### src/rtl/pc_seq_pkg.sv
// pc_seq_pkg: shared definitions for the PC sequencer slice.
//   XLEN         datapath width
//   BR_*         3-bit branch codes from the execute stage
//   pc_state_e   sequencer FSM states
//   ex_res_t     execute-stage result bundle consumed by the next-PC select
package pc_seq_pkg;

  localparam int XLEN = 32;

  localparam logic [2:0] BR_SEQ  = 3'b000;
  localparam logic [2:0] BR_JAL  = 3'b001;
  localparam logic [2:0] BR_JALR = 3'b010;
  localparam logic [2:0] BR_UND  = 3'b011;  // undefined, behaves as BR_SEQ
  localparam logic [2:0] BR_BEQ  = 3'b100;
  localparam logic [2:0] BR_BNE  = 3'b101;
  localparam logic [2:0] BR_BLT  = 3'b110;
  localparam logic [2:0] BR_BGE  = 3'b111;

  typedef enum logic [1:0] {
    FETCH = 2'd0,
    ISSUE = 2'd1,
    EXEC  = 2'd2,
    HOLD  = 2'd3
  } pc_state_e;

  typedef struct packed {
    logic [2:0]      branch;
    logic            zero;
    logic            less;
    logic [XLEN-1:0] imm;
    logic [XLEN-1:0] rs1;
  } ex_res_t;

endpackage

### src/rtl/pc_sequencer_if.sv
// pc_sequencer_if: bundles the imem fetch handshake, the decode/execute
// handshake and the PC/trap status outputs of the sequencer.
//   master: the sequencer (drives imem_req/addr, instr, pc, status)
//   slave : imem + execute datapath (drives imem_ready/rdata, ex_* results, stall)
interface pc_sequencer_if;
  import pc_seq_pkg::*;

  // imem fetch
  logic            imem_req;
  logic [XLEN-1:0] imem_addr;
  logic            imem_ready;
  logic [XLEN-1:0] imem_rdata;
  // decode / execute
  logic [XLEN-1:0] instr;
  logic            instr_valid;
  logic            ex_done;
  logic [2:0]      branch;
  logic            zero;
  logic            less;
  logic [XLEN-1:0] imm;
  logic [XLEN-1:0] rs1;
  logic            stall;
  // status
  logic [XLEN-1:0] pc;
  logic            redirect;
  logic            trap;
  logic [XLEN-1:0] trap_epc;

  modport master (
    output imem_req, imem_addr, instr, instr_valid, pc, redirect, trap, trap_epc,
    input  imem_ready, imem_rdata, ex_done, branch, zero, less, imm, rs1, stall
  );

  modport slave (
    input  imem_req, imem_addr, instr, instr_valid, pc, redirect, trap, trap_epc,
    output imem_ready, imem_rdata, ex_done, branch, zero, less, imm, rs1, stall
  );

endinterface

### src/rtl/pc_next_sel.sv
// pc_next_sel: combinational next-PC resolution.
//   pc      in   current instruction PC
//   ex      in   execute result (branch code, zero/less flags, imm, rs1)
//   taken   out  control transfer taken
//   seq_pc  out  pc + 4 (sequential successor)
//   target  out  resolved target, bit0 cleared for jalr; alignment of
//                bits [1:0] is left to the caller
module pc_next_sel
  import pc_seq_pkg::*;
(
  input  logic [XLEN-1:0] pc,
  input  ex_res_t         ex,
  output logic            taken,
  output logic [XLEN-1:0] seq_pc,
  output logic [XLEN-1:0] target
);

  logic            is_jalr;
  logic [XLEN-1:0] op_a;
  logic [XLEN-1:0] op_b;
  logic [XLEN-1:0] sum;

  always_comb begin
    taken = 1'b0;
    unique case (ex.branch)
      BR_JAL,
      BR_JALR: taken = 1'b1;
      BR_BEQ:  taken = ex.zero;
      BR_BNE:  taken = ~ex.zero;
      BR_BLT:  taken = ex.less;
      BR_BGE:  taken = ~ex.less;
      default: taken = 1'b0;  // BR_SEQ and the undefined code
    endcase
  end

  assign is_jalr = (ex.branch == BR_JALR);
  assign op_a    = taken   ? ex.imm : XLEN'(4);
  assign op_b    = is_jalr ? ex.rs1 : pc;
  assign sum     = op_a + op_b;  // wraps mod 2^32 by width
  assign seq_pc  = pc + XLEN'(4);
  assign target  = is_jalr ? {sum[XLEN-1:1], 1'b0} : sum;

endmodule

### src/rtl/pc_sequencer.sv
// pc_sequencer: multi-cycle fetch/PC controller for the RV32 core.
// Owns the PC, fetches from imem, issues each instruction to execute, then
// resolves the next PC from the execute stage's branch result.
//   clk, rst           clock, synchronous active-high reset
//   bus (master)       imem_req/addr/ready/rdata fetch handshake,
//                      instr/instr_valid issue, ex_done/branch/zero/less/imm/rs1
//                      execute result, stall, pc/redirect/trap/trap_epc status
// Optional: define PC_MISALIGN_TRAP_EN to redirect misaligned targets to
// TRAP_PC with a trap pulse; otherwise target bits [1:0] are forced to 00 and
// trap/trap_epc stay 0.
module pc_sequencer
  import pc_seq_pkg::*;
#(
  parameter logic [XLEN-1:0] RESET_PC = 32'h0000_0000,
  parameter logic [XLEN-1:0] TRAP_PC  = 32'h0000_001C
) (
  input  logic            clk,
  input  logic            rst,
  pc_sequencer_if.master  bus
);

  pc_state_e       state;
  logic [XLEN-1:0] pc_q;
  logic [XLEN-1:0] instr_q;
  logic            vld_q;
  logic            redir_q;
  logic            trap_q;
  logic [XLEN-1:0] epc_q;

  ex_res_t         ex;
  logic            taken;
  logic [XLEN-1:0] seq_pc;
  logic [XLEN-1:0] target;
  logic            mis;
  logic [XLEN-1:0] next_pc;
  logic            redir_nx;

  assign ex = '{branch: bus.branch, zero: bus.zero, less: bus.less,
                imm: bus.imm, rs1: bus.rs1};

  pc_next_sel u_sel (
    .pc     (pc_q),
    .ex     (ex),
    .taken  (taken),
    .seq_pc (seq_pc),
    .target (target)
  );

  always_comb begin
`ifdef PC_MISALIGN_TRAP_EN
    mis = |target[1:0];
`else
    mis = 1'b0;
`endif
    next_pc  = mis ? TRAP_PC : (target & ~XLEN'(3));
    // A trap always counts as a redirect even if TRAP_PC happens to equal pc+4.
    // A taken transfer landing on pc+4 is indistinguishable from sequential flow.
    redir_nx = mis | (next_pc != seq_pc);
  end

  always_ff @(posedge clk) begin
    if (rst) begin
      state   <= FETCH;
      pc_q    <= RESET_PC;
      instr_q <= '0;
      vld_q   <= 1'b0;
      redir_q <= 1'b0;
      trap_q  <= 1'b0;
      epc_q   <= '0;
    end else begin
      vld_q   <= 1'b0;
      redir_q <= 1'b0;
      trap_q  <= 1'b0;
      unique case (state)
        FETCH: if (bus.imem_ready) begin
          instr_q <= bus.imem_rdata;
          state   <= ISSUE;
        end
        ISSUE: begin
          vld_q <= 1'b1;  // visible during the first EXEC cycle
          state <= EXEC;
        end
        EXEC: if (bus.ex_done) begin
          // PC resolves on the ex_done edge even when parking in HOLD.
          pc_q    <= next_pc;
          redir_q <= redir_nx;
          trap_q  <= mis;
          if (mis) epc_q <= pc_q;
          state   <= bus.stall ? HOLD : FETCH;
        end
        HOLD: if (!bus.stall) state <= FETCH;
        default: state <= FETCH;
      endcase
    end
  end

  assign bus.imem_req    = (state == FETCH) & ~rst;
  assign bus.imem_addr   = pc_q;
  assign bus.instr       = instr_q;
  assign bus.instr_valid = vld_q;
  assign bus.pc          = pc_q;
  assign bus.redirect    = redir_q;
  assign bus.trap        = trap_q;
  assign bus.trap_epc    = epc_q;

endmodule

### src/flat_wrapper.sv
// flat-port wrapper written by rule: the top's interface ports become plain ports
module pc_sequencer_flat import pc_seq_pkg::*;
#(
  parameter logic [XLEN-1:0] RESET_PC = 32'h0000_0000,
  parameter logic [XLEN-1:0] TRAP_PC  = 32'h0000_001C
)
  (clk, rst, bus_imem_req, bus_imem_addr, bus_instr, bus_instr_valid, bus_pc, bus_redirect, bus_trap, bus_trap_epc, bus_imem_ready, bus_imem_rdata, bus_ex_done, bus_branch, bus_zero, bus_less, bus_imm, bus_rs1, bus_stall);
  pc_sequencer_if bus_i ();
  input  logic clk;
  input  logic rst;
  output wire logic [$bits(bus_i.imem_req)-1:0] bus_imem_req;
  output wire logic [$bits(bus_i.imem_addr)-1:0] bus_imem_addr;
  output wire logic [$bits(bus_i.instr)-1:0] bus_instr;
  output wire logic [$bits(bus_i.instr_valid)-1:0] bus_instr_valid;
  output wire logic [$bits(bus_i.pc)-1:0] bus_pc;
  output wire logic [$bits(bus_i.redirect)-1:0] bus_redirect;
  output wire logic [$bits(bus_i.trap)-1:0] bus_trap;
  output wire logic [$bits(bus_i.trap_epc)-1:0] bus_trap_epc;
  input wire logic [$bits(bus_i.imem_ready)-1:0] bus_imem_ready;
  input wire logic [$bits(bus_i.imem_rdata)-1:0] bus_imem_rdata;
  input wire logic [$bits(bus_i.ex_done)-1:0] bus_ex_done;
  input wire logic [$bits(bus_i.branch)-1:0] bus_branch;
  input wire logic [$bits(bus_i.zero)-1:0] bus_zero;
  input wire logic [$bits(bus_i.less)-1:0] bus_less;
  input wire logic [$bits(bus_i.imm)-1:0] bus_imm;
  input wire logic [$bits(bus_i.rs1)-1:0] bus_rs1;
  input wire logic [$bits(bus_i.stall)-1:0] bus_stall;
  assign bus_imem_req = bus_i.imem_req;
  assign bus_imem_addr = bus_i.imem_addr;
  assign bus_instr = bus_i.instr;
  assign bus_instr_valid = bus_i.instr_valid;
  assign bus_pc = bus_i.pc;
  assign bus_redirect = bus_i.redirect;
  assign bus_trap = bus_i.trap;
  assign bus_trap_epc = bus_i.trap_epc;
  assign bus_i.imem_ready = bus_imem_ready;
  assign bus_i.imem_rdata = bus_imem_rdata;
  assign bus_i.ex_done = bus_ex_done;
  assign bus_i.branch = bus_branch;
  assign bus_i.zero = bus_zero;
  assign bus_i.less = bus_less;
  assign bus_i.imm = bus_imm;
  assign bus_i.rs1 = bus_rs1;
  assign bus_i.stall = bus_stall;
  pc_sequencer #(.RESET_PC(RESET_PC), .TRAP_PC(TRAP_PC)) u_core (.clk(clk), .rst(rst), .bus(bus_i));
endmodule
### config.mk
export PLATFORM = sky130hd
export DESIGN_NAME = pc_sequencer_flat
export DESIGN_NICKNAME = d
export VERILOG_FILES = /design/src/rtl/pc_seq_pkg.sv /design/src/rtl/pc_sequencer_if.sv /design/src/rtl/pc_next_sel.sv /design/src/rtl/pc_sequencer.sv /design/src/flat_wrapper.sv
export SDC_FILE = /design/constraint.sdc
export NUM_CORES = 1
export LEC_CHECK = 0
export BUFFER_PORTS_ARGS = -buffer_cell sky130_fd_sc_hd__buf_2
export CORE_MARGIN = 2
export CORE_UTILIZATION = 45
export DETAILED_ROUTE_END_ITERATION = 12
export PLACE_DENSITY = 0.74
export SLEW_MARGIN = 20
export SYNTH_ARGS = -nofsm -noshare
export SYNTH_HDL_FRONTEND = slang
export SYNTH_SLANG_ARGS = --single-unit
### constraint.sdc
create_clock -name clk -period 6.4 [get_ports clk]
set_clock_uncertainty 0.2 [all_clocks]
set_input_delay 1.28 -clock clk [delete_from_list [all_inputs] [get_ports clk]]
set_output_delay 1.28 -clock clk [all_outputs]
set_load 0.005 [all_outputs]
==> results.md, run 1 <==
Routing:
- The count of vias placed by the detailed router is 6513.
- The routed wire length per instance is 16.6 um.
- For this run, design rule violations remaining after detail routing come to 0.
- For this run, the detailed router's first-pass iteration total came to 5.
- In the routed layout, each cell is associated on average with a via count of 5.56.
- After the first detailed-routing iteration, the DRC count stood at 415.
- The detail route stage leaves a number of antenna-violating nets equal to 0.
- After detailed routing, the total wire length is 19400 um.

Global routing:
- The total routing resource utilization after global routing is 25.2%.
- The met2 usage in global routing is 40.7%.
- The first global-routing pass estimated 29900 um of wire.
- The via count of the first global-routing pass is 5858.
- Summed over all layers, the global routing overflow is 0.
- The global-route met1 utilization is 33.9%.
- The initial antenna violation count is 0.
- The highest-utilization routing layer at the global route stage is met2.
- In the global route stage, met3 resource usage came out at 5.49%.
- Entering global routing, the biggest net connects 67 pins.

STA:
- The share of the cycle needed by the critical path after routing is 89.6%.
- The number of pins exceeding their max-slew limit in the final report is 0.
- The worst max-slew margin expressed relative to the limit is 45.2%.
- The accumulated negative setup slack is 0 ns.
- The maximum achievable frequency is 174 MHz.
- At the pin with the least slew margin, the transition time is 0.822 ns.
- Setup repair after global routing left no endpoint under its margin.
- The final hold violation count is 0.
- Setup violations remaining at the end of the flow were counted as 0.
- The clock period minus worst slack is 5.74 ns.

Placement:
- The instance area at placement is 7150 um2.
- The number of placed instances, taps included, is 1156.
- The placer's final routability congestion estimate is 1.00.
- Buffers placed on the I/O ports in this run total 200.
- Once detailed placement completed, the half-perimeter wirelength came to 14700 um.

Clock tree:
- The post-CTS setup buffer count is 0.
- The clock passes through at most 2 buffers.
- The worst-skew pair later-pin latency is 0.34 ns.
- The clock net sink count is 66.
- The cell at the root of the clock tree is clkbuf_16.
- For this design, the CTS-stage hold fixing added 0 buffers.
- After clock tree synthesis, the clock-pin slew on the worst setup and hold paths is 0.06 ns.
- Once the clock tree was built, the resizer swapped 0 gates to a different size.
- The number of buffers created by CTS is 9.
- The clock tree from TritonCTS is built.
- The number of H-tree branching levels is 3.

Synthesis:
- The count of mapped cells out of synthesis is 850.
- The average instance in the mapped netlist occupies 7.56 um2.
- The post-synthesis cell area is 6420 um2.
- Summing the sequential cell areas from Yosys gives 20.6% of the chip area.
- For this run, the number of Yosys warnings is 0.
- The commonest register cell after synthesis is dfxtp_1.
- In this run, distinct cell masters in the synthesized netlist total 69.
- In this run the biggest area consumer among cell types represents 20.6% of the synthesized area.
- In the synthesized netlist the async set-or-reset flop fraction comes to 0%.
- Synthesis inferred 66 register bits.
- The synthesized design contains 0 enable-type register cells.
- The synthesized design spends more area on one cell type than any other, namely dfxtp_1.
- By area the synthesized netlist is led by dfxtp_1, nand2_1, buf_4.

Status:
- The run finished with clean final reports.

Pwr:
- Overall power consumption after layout is estimated at 1.40 mW.
- Across the VDD grid, the largest voltage drop is 0.130 mV.
- The leakage power of the design is 3.65 nW.
- Power spread over the standard cell area amounts to 188 nW/um2.

Floorplan:
- The vertical extent of the die is 123 um.
- In this run the core area contains 43 standard-cell rows.
- The total area inside the core boundary comes to 13900 um2.
- The starting density of the core is 46.1%.
- The x dimension of the die is 123 um.
- The die covers 15200 um2.
- During I/O placement, the number of pins put on the boundary was 238.

Critical path:
- The worst setup path is launched from a primary input.
- The top fanout value on the critical path is 23.
- The worst register-to-register path ends at u_core.bus.redirect.
- The largest single stage delay on the critical path is 0.53 ns.
- The number of logic stages on the critical path including buffering is 16.
- At the worst endpoint, the required time is 6.40 ns.
- The kind of capture point of the worst setup path is a flop.
- The cell with the largest stage delay on the worst path is nand3_1.
- The arrival time of the worst setup path is 5.73 ns.
- The critical path goes through buf_2, a21o_1, nand3_1, buf_4, and3_1, ha_1, nand2_1, o21ai_0, mux2_2, a41oi_1, a31oi_1, or4b_4, nor4b_2, nand4_1, nor4_1, nor3_1.
- The cell family with the largest share of critical-path delay is simple AND/OR/NAND/NOR gates.
- The type of the worst setup path is in2reg.
- The total buffers and inverters traversed by the critical path is 2.
- In this run the critical register-to-register path is launched from u_core.bus.imem_addr[2].
- In this run the register-to-register setup slack is 2.21 ns.
- Counting cells, the worst reg-to-reg path comes to 12.

Final layout:
- The layout overhead on the synthesized area is 16.3%.
- The most common library cell in the layout ignoring fill and taps is buf_2.
- The utilization after layout is 53.6%.
- Counting the fill cells in the layout gives 1395.
- The repair_antennas step left the layout with diodes totalling 0.
- The number of non-filler instances in the completed layout is 1171.
- The share of cells above drive strength 1 is 26.8%.
- The library cells used most frequently in the layout, excluding fill and tap cells, are buf_2, nand2_1, a21oi_1.
- The post-layout net count is 1124.
- The final instance area is 7470 um2.

Worst hold path:
- The path class of the tightest hold or removal check is reg2reg.
- Along the worst hold path, the cell count comes to 2.
- In this run the most critical hold path is launched from u_core.bus.instr[27].
- The end point of the worst hold path is u_core.bus.instr[27].

Job:
- The number of violations of the max-capacitance limit is 0.
[per-stage QoR]
step	hold slack [ns]	worst slack (ns)
global route	0.269	0.246
detailed placement	0.243	0.420
finish	0.249	0.664
global placement	0.238	0.604
CTS	0.251	0.723
floorplan	0.253	1.00
[worst max path at each step]
stage	start	endpoint	slack [ns]
finish	bus_branch[2]	u_core.bus.redirect	0.66
global route	bus_branch[2]	u_core.bus.redirect	0.25
CTS	bus_branch[2]	u_core.bus.redirect	0.72
detailed placement	bus_branch[2]	u_core.bus.redirect	0.42
global placement	bus_branch[2]	u_core.bus.redirect	0.60
floorplan	bus_branch[2]	u_core.bus.redirect	1.00
[per-layer routing]
| metal | part of all wire [%] | wire length, um |
|---|---|---|
| met1 | 43 | 8270 |
| met2 | 47 | 9040 |
| met3 | 9.4 | 1830 |
| met4 | 1.4 | 267 |
| met5 | 0 | 0 |
[registers in the layout, summed over array words and instances (netlist names)]
signal	count
u_core.bus.instr	32
u_core.bus.instr_valid	1
u_core.bus.redirect	1
u_core.state	2
u_core.bus.imem_addr	30
[kinds of logic after synthesis]
group,Yosys count,share of synthesized area (%)
flip-flops,66,20.6
AND/OR/NAND/NOR,330,25.1
AO/OA/AOI/OAI,183,18.0
XOR/XNOR,79,13.2
adder cells (fa/ha/maj),31,6.04
buffers and inverters,128,11.6
other,1,0.0584
multiplexers,32,5.53
[where the power goes]
part	leakage, nW	total, mW	internal (mW)	switching (mW)
Sequential	0.538	0.452	0.432	0.0197
Clock	0.158	0.548	0.349	0.199
Combinational	2.95	0.403	0.182	0.221
[cells in the mapped netlist (5+ instances only)]
cell	instances
mux2_2	28
a21oi_1	84
ha_1	31
xor2_1	27
xnor2_1	41
a211oi_1	7
o211ai_1	5
nor3_1	11
dfxtp_1	66
o21a_1	5
nor2_1	47
and4_1	8
nand4_1	19
nand3_1	21
a31oi_1	8
and2_1	10
and3_1	37
inv_1	9
a21o_1	13
clkbuf_1	48
buf_4	67
o21ai_0	21
nand2_1	146
xnor3_1	10
[cell type report]
class                      count  area (um2)  area share (%)
multi-input combinational    692        4500            60.3
sequential                    66        1320            17.7
timing repair buffer         209        1070            14.3
clock buffer                  10         239            3.20
tap                          180         225            3.02
clock inverter                 5        78.8            1.06
inverter                       9        33.8           0.452
[worst min-delay path, delay by kind of cell, from the launching register on]
kind / cells / cell delay [ns]
AO/OA/AOI/OAI: 1 / 0.05
flip-flops: 1 / 0.30
AND/OR/NAND/NOR: 1 / 0.05
Note: power is estimated with default switching activity, not from simulation.
==> run 2, diff against run 1 <==
--- a/config.mk
+++ b/config.mk
@@ -10,6 +10,7 @@
 export CORE_UTILIZATION = 45
 export DETAILED_ROUTE_END_ITERATION = 12
 export PLACE_DENSITY = 0.74
+export REMOVE_ABC_BUFFERS = 1
 export SLEW_MARGIN = 20
 export SYNTH_ARGS = -nofsm -noshare
 export SYNTH_HDL_FRONTEND = slang
==> run 2 against run 1 <==
  * Clock power down 2%
  * Setup slack better by 0.18 ns
  * Register-to-register slack better by 0.04 ns
  * Combinational power is 1% lower
  * Maximum frequency is 3.2% higher
  * Critical path depth fell by 1
  * Die area did not move
  * Core utilization rose by 0.063 points
  * Total power is 0.94% lower
  * Design area increased by 0.12%
==> results.md, run 2 (synthesized netlist as in run 1, its figures left out) <==
Critical path:
- The setup slack of the most critical reg-to-reg path came to 2.25 ns (+0.04 ns).
- The kind of capture point of the worst setup path is a flop.
- The required time of the critical path is 6.40 ns (about the same).
- The top fanout value on the critical path is 16 (-30%).
- The worst reg2reg path endpoint is u_core.bus.redirect.
- The logic depth of the worst register-to-register path was 12 (unchanged).
- The total buffers and inverters traversed by the critical path is 2 (unchanged).
- In this design, the largest share of critical-path delay is due to simple AND/OR/NAND/NOR gates.
- On the critical path, the stage with the largest delay is an instance of or4b_4.
- The nature of the critical path startpoint is a primary input.
- The startpoint of the worst-slack reg-to-reg timing path is u_core.bus.imem_addr[2].
- The type of the worst setup path is in2reg.
- Among the stages of the critical path, the cell type that occurs most often is mux2_2.
- The arrival time of the worst setup path is 5.56 ns (-0.17 ns).
- The highest cell delay on the worst timing path was 0.50 ns (-0.03 ns).
- The critical path goes through buf_2, nor3b_4, buf_4, mux2_2, ha_1, a21oi_1, o21ai_0, mux2_2, a41oi_1, a31oi_1, or4b_4, nor4b_2, nand4_1, nor4_1, nor3_1.

Routing:
- The routed wire length per instance is 16.3 um (-1.9%).
- The wire length reported by the detailed router was 19100 um (-1.8%).
- The first-pass iteration count of the detailed router is 7 (+2).
- The via density per instance is 5.47 (-1.6%).
- The iteration-0 DRC count of the detailed router was 437 (+5.3%).
- The residual antenna-violating net count after detailed routing is 0 (unchanged).
- The count of vias placed by the detailed router is 6415 (-1.5%).
- The DRC violation count after routing is 0 (unchanged).

Clock tree:
- The post-CTS setup buffer count was 0 (unchanged).
- The number of cells upsized or downsized after cts is 0 (unchanged).
- The clock tree from TritonCTS is built.
- The number of buffers inserted for hold repair after clock tree synthesis is 0 (unchanged).
- The number of H-tree branching levels is 3 (unchanged).
- CTS placed an instance of clkbuf_16 at the clock tree root.
- The clock edge transition at the registers on the reported setup and hold paths is 0.06 ns (about the same).
- The clock net sink count is 66 (unchanged).
- The largest buffer count on any clock path is 2 (unchanged).
- The number of buffers created by CTS is 9 (unchanged).
- The worst-skew pair later-pin latency is 0.34 ns (about the same).

STA:
- The clock period minus worst slack is 5.56 ns (-0.179 ns).
- The maximum achievable frequency is 180 MHz (+3.2%).
- Setup repair after global routing left no endpoint under its margin.
- The number of pins exceeding their max-slew limit in the final report is 0 (unchanged).
- The share of the cycle needed by the critical path after routing is 86.8% (-2.8 points).
- The final hold violation count is 0 (unchanged).
- The accumulated negative setup slack is 0 ns (unchanged).
- The worst max-slew margin expressed relative to the limit is 48.6% (+3.4 points).
- The actual slew at the worst max-slew pin is 0.771 ns (-0.0510 ns).
- The tightest hold margin is 0.250 ns (+0.00105 ns).
- The count of final setup violators is 0 (unchanged).

Floorplan:
- The I/O pin count is 238 (unchanged).
- The core box area was 13900 um2 (unchanged).
- The vertical extent of the die came to 123 um (unchanged).
- The x dimension of the die came to 123 um (unchanged).
- The row count is 43 (unchanged).
- The die area was 15200 um2 (unchanged).
- The starting density of the core came to 46.1% (unchanged).

Global routing:
- The largest net degree at the start of global routing came to 68 (+1.5%).
- The global-route met1 utilization is 31.0% (-2.9 points).
- The met2 usage in global routing is 41.3% (+0.69 points).
- The met3 track utilization from global routing is 5.35% (-0.14 points).
- The layer flagged by global routing as most heavily used is met2.
- The wire length of the first global-routing pass is 29000 um (-3.0%).
- The via count of the first global-routing pass is 5772 (-1.5%).
- The total routing resource utilization after global routing is 24.4% (-0.75 points).
- The initial antenna violation count is 0 (unchanged).
- The overall overflow remaining after global route is 0 (unchanged).

Final layout:
- The flip-flop count of the largest register, all copies and words added is 32 (unchanged).
- The count of filler cells inserted in the layout is 1374 (-1.5%).
- The share of cells above drive strength 1 is 27.0% (+0.17 points).
- The antenna diode instance count is 0 (unchanged).
- The layout overhead on the synthesized area is 16.4%.
- In the layout the commonest cells are buf_2, nand2_1, a21oi_1.
- The library cell used most frequently in the layout, excluding fill and tap cells, is buf_2.
- The post-layout net count came to 1125 (+0.089%).
- The utilization after layout is 53.7% (+0.063 points).

Pwr:
- The part of the total power dissipated in combinational logic was 28.7% (about the same).
- The overall power consumption is 1.39 mW (-0.94%).
- The clock network power share came to 38.8% (-0.3 points).
- The total power density per cell area is 186 nW/um2 (-1.1%).
- The internal power summed over all cells is 0.953 mW (-0.96%).
- The net switching fraction of the power is 31.4% (about the same).
- The switching power summed over all nets is 0.436 mW (-0.89%).
- The maximum vdd ir drop was 0.176 mV (+35%).
- The leakage power of the design came to 3.64 nW (-0.14%).
- The portion of total power attributed to sequential cells is 32.5% (+0.3 points).

Worst hold path:
- The end point of the worst hold path is u_core.bus.instr[3].
- The startpoint of the most critical hold path is u_core.bus.instr[3].
- The kind of path behind the tightest hold check is reg2reg.
- The number of instances on the worst hold path came to 2 (unchanged).

Placement:
- The count of buffers inserted at the top-level ports came to 200 (unchanged).
- The HPWL after detailed placement came to 14500 um (-1.8%).
- The placer's final routability congestion estimate is 0.969 (-3.2%).

Job:
- The number of violations of the max-capacitance limit is 0 (unchanged).

Status:
- The run finished with clean final reports.
## run 2: final cells by class
class	instances	area [um2]	area share [%]
clock buffer	9	225	3.01
sequential	66	1320	17.7
multi-input combinational	692	4500	60.2
inverter	9	33.8	0.452
tap	180	225	3.01
timing repair buffer	210	1080	14.4
clock inverter	6	92.6	1.24
## run 2: power groups by stage
| stage | Clock (mW) | Combinational, mW | Sequential (mW) |
|---|---|---|---|
| finish | 0.539 | 0.398 | 0.452 |
| global placement | 0 | 0.391 | 0.460 |
| floorplan | 0 | 0.258 | 0.460 |
| detailed placement | 0 | 0.392 | 0.461 |
| CTS | 0.551 | 0.395 | 0.452 |
| global route | 0.563 | 0.438 | 0.455 |
## run 2: worst max path at each step
stage	start	endpoint	slack, ns	cells past startpoint
final	bus_branch[2]	u_core.bus.redirect	0.84	15
after global routing	bus_branch[2]	u_core.bus.redirect	0.66	15
after CTS	bus_branch[2]	u_core.bus.redirect	0.89	15
after detailed placement	bus_branch[2]	u_core.bus.redirect	0.52	15
after global placement	bus_branch[2]	u_core.bus.redirect	0.58	15
after floorplan	bus_branch[2]	u_core.bus.redirect	0.10	13
## run 2: metrics by stage
| stage | area [um2] | instances | worst slack (ns) |
|---|---|---|---|
| after floorplan | 5850 | 767 | 0.103 |
| after detailed placement | 7160 | 1157 | 0.524 |
| final | 7480 | 1172 | 0.843 |
| after CTS | 7470 | 1172 | 0.895 |
| after global placement | 7160 | 1157 | 0.585 |
| after global routing | 7480 | 1172 | 0.662 |
## run 2: worst reg2reg max path, cell delays in order (launching register included)
cell	delay, ns
dfxtp_1	0.38
mux2_2	0.29
ha_1	0.34
and4_1	0.24
a221oi_2	0.49
o221ai_1	0.27
a2111o_1	0.50
nand4_1	0.08
or4b_4	0.47
nor4b_2	0.27
nand4_1	0.11
nor4_1	0.30
nor3_1	0.07
## run 2: per-layer routing
layer  vias to the layer above  part of all wire, %
li1                       3173                    -
met1                      2934                   43
met2                       280                   47
met3                        28                  7.6
met4                         0                  1.7
met5                         -                    0
==> run 3, diff against run 2 <==
==> constraint.sdc (replaced) <==
create_clock -name clk -period 5.6 [get_ports clk]
set_clock_uncertainty 0.2 [all_clocks]
set_input_delay 1.12 -clock clk [delete_from_list [all_inputs] [get_ports clk]]
set_output_delay 1.12 -clock clk [all_outputs]
set_load 0.005 [all_outputs]
==> run 3 against run 2 <==
  * First-iteration DRC count fell by 8.5%
  * Core utilization rose by 0.60 points
  * Wire length is 1.5% lower
  * Non-clock buffer count up 6
  * Via count up 1.1%
  * Sequential share of layout area fell by 0.20 points
  * Global-route usage shrank 0.073 points
  * Combinational power is 16% higher
  * Critical path depth increased by 1
  * Critical path type unchanged
  * Highest routed layer unchanged
==> results.md, run 3 (synthesized netlist as in run 1, its figures left out) <==
Status:
- The flow ran to the end, and the final reports show no timing, DRC or antenna violations.

STA:
- Static timing analysis puts the maximum clock frequency at 194 MHz.
- The final hold violation count came to 0 (unchanged).
- The worst path uses 91.9% of the clock period.
- The actual slew at the worst max-slew pin is 0.733 ns (-0.0384 ns).
- The smallest clock period supported by the final layout is computed as 5.15 ns.
- Setup repair after global routing left no endpoint under its margin.
- The accumulated negative setup slack is 0 ns (unchanged).
- The minimum setup slack in the final design came to 0.453 ns (-0.390 ns).
- The worst max-slew margin expressed relative to the limit is 51.1% (+2.6 points).
- The count of final setup violators is 0 (unchanged).
- The tightest hold margin is 0.249 ns (-0.000842 ns).
- The number of pins exceeding their max-slew limit in the final report was 0 (unchanged).

Placement:
- The worst slack after detailed placement was 0.129 ns (-0.396 ns).
- The placer's final routability congestion estimate is 0.978 (+0.96%).
- The count of buffers inserted at the top-level ports is 200 (unchanged).
- The instance area at placement is 7210 um2 (+0.80%).
- The HPWL after detailed placement is 14000 um (-3.3%).
- The count of placed standard cells including taps was 1163 (+0.52%).

Global routing:
- The initial antenna violation count is 0 (unchanged).
- The via count of the first global-routing pass came to 6022 (+4.3%).
- The highest-utilization routing layer at the global route stage is met2.
- The wire length of the first global-routing pass is 29100 um (+0.35%).
- The largest net degree at the start of global routing came to 67 (-1.5%).
- The overall overflow remaining after global route was 0 (unchanged).
- The total routing resource utilization after global routing was 24.4% (-0.073 points).
- The global-route met1 utilization is 30.4% (-0.66 points).
- The met2 usage in global routing came to 41.2% (-0.17 points).
- The met3 track utilization from global routing is 5.95% (+0.60 points).

Clock tree:
- The clock edge transition at the registers on the reported setup and hold paths is 0.06 ns (about the same).
- The worst-skew pair later-pin latency was 0.34 ns (about the same).
- The largest buffer count on any clock path is 2 (unchanged).
- The clock net sink count is 66 (unchanged).
- The clock tree from TritonCTS is built.
- Clock tree synthesis selected as its root buffer the cell clkbuf_16.
- The number of cells upsized or downsized after cts is 0 (unchanged).
- The number of H-tree branching levels was 3 (unchanged).
- The number of buffers created by CTS is 9 (unchanged).
- The number of buffers inserted for hold repair after clock tree synthesis is 0 (unchanged).
- The post-CTS setup buffer count is 0 (unchanged).

Critical path:
- The startpoint of the worst-slack reg-to-reg timing path is u_core.bus.imem_addr[2].
- The kind of capture point of the worst setup path is a flop.
- The arrival time of the worst setup path is 5.15 ns (-0.41 ns).
- The cell family with the largest share of critical-path delay is simple AND/OR/NAND/NOR gates.
- The type of the worst setup path is in2reg.
- The highest cell delay on the worst timing path is 0.54 ns (+0.04 ns).
- The logic depth of the worst register-to-register path is 12 (unchanged).
- The worst setup path is launched from a primary input.
- The required time of the critical path is 5.60 ns (-0.80 ns).
- The setup slack of the most critical reg-to-reg path was 1.61 ns (-0.64 ns).
- The cell with the largest stage delay on the worst path is a21o_1.
- The worst reg2reg path endpoint is u_core.bus.redirect.
- Walking the worst path, the cells encountered are buf_2, a21o_1, a21o_1, buf_4, and3_1, ha_1, a21oi_1, o21ai_0, or2_2, a2111o_1, nand4_1, or4b_4, nor4b_2, nand4_1, nor4_1, nor3_1.
- The top fanout value on the critical path is 21 (+5).
- The total buffers and inverters traversed by the critical path is 2 (unchanged).

Routing:
- The routed wire length per instance is 15.9 um (-2.1%).
- The count of vias placed by the detailed router was 6484 (+1.1%).
- The first-pass iteration count of the detailed router was 5 (-2).
- The DRC violation count after routing is 0 (unchanged).
- The wire length reported by the detailed router is 18800 um (-1.5%).
- The via density per instance is 5.50 (+0.48%).
- The residual antenna-violating net count after detailed routing is 0 (unchanged).
- The iteration-0 DRC count of the detailed router is 400 (-8.5%).

Final layout:
- The flip-flop count of the largest register, all copies and words added came to 32 (unchanged).
- The number of non-filler instances in the completed layout is 1179 (+0.60%).
- Leaving out fill and tap cells, the most frequent cell in the layout is buf_2.
- The post-layout net count was 1131 (+0.53%).
- The utilization after layout is 54.3% (+0.60 points).
- The share of cells above drive strength 1 is 27.4% (+0.41 points).
- The antenna diode instance count was 0 (unchanged).
- Leaving out fill and tap cells, the most frequent cells in the layout are buf_2, nand2_1, a21oi_1.
- The final instance area came to 7560 um2 (+1.1%).
- From synthesis to final layout, the design area changed by 17.7%.

Job:
- The number of violations of the max-capacitance limit is 0 (unchanged).

Floorplan:
- The I/O pin count was 238 (unchanged).
- The die area is 15200 um2 (unchanged).
- The vertical extent of the die is 123 um (unchanged).
- The row count came to 43 (unchanged).
- The x dimension of the die is 123 um (unchanged).
- The starting density of the core was 46.1% (unchanged).
- The core box area is 13900 um2 (unchanged).

Pwr:
- The total power density per cell area came to 217 nW/um2 (+17%).
- The maximum vdd ir drop was 0.235 mV (+34%).
- The overall power consumption was 1.64 mW (+18%).
- The leakage power of the design is 3.69 nW (+1.3%).

Worst hold path:
- In this run the most critical hold path is launched from u_core.bus.instr[13].
- In this run the worst hold path is classified as reg2reg.
- The path with the worst hold slack has its endpoint at u_core.bus.instr[13].
- The number of instances on the worst hold path came to 2 (unchanged).
==> run 3: cell types whose count changed in the layout (fill, tap and decap cells not counted) <==
cell,delta
buf_12,+1
clkinvlp_4,-1
bufinv_16,+1
clkbuf_1,+1
buf_4,+5
==> run 3: area by class of cell <==
cell class              count  area, um2
clock buffers              10        229
flip-flops and latches     66       1320
repair buffers            216       1130
multi-input cells         692       4500
well taps                 180        225
fillers                  1340       6370
inverters                   9       33.8
clock inverters             6        115
==> run 3: worst max-delay path by stage <==
stage,cells past startpoint,end,start,slack (ns)
floorplan,13,u_core.bus.redirect,bus_branch[2],-0.54
CTS,16,u_core.bus.redirect,bus_branch[2],0.50
finish,16,u_core.bus.redirect,bus_branch[2],0.45
detailed placement,16,u_core.bus.redirect,bus_branch[2],0.13
global route,14,u_core.bus.redirect,bus_branch[2],0.14
global placement,16,u_core.bus.redirect,bus_less,0.22
==> run 3: report_power, final <==
group	leakage, nW	internal [mW]	switching, mW
clock	0.163	0.437	0.231
sequential	0.538	0.494	0.0230
combinational	2.99	0.213	0.247
==> run 3: worst register-to-register path: cells and delay by family, from the launching register on <==
kind	cells	cell delay, ns
simple gates	7	1.50
compound gates	3	1.22
flops	1	0.38
mux	1	0.29
fa+ha+maj	1	0.28
==> run 3: per-layer routing <==
layer / part of all wire [%] / vias to the layer above
li1: - / 3184
met1: 42 / 2963
met2: 47 / 307
met3: 9.1 / 30
met4: 2.2 / 0
met5: 0 / -
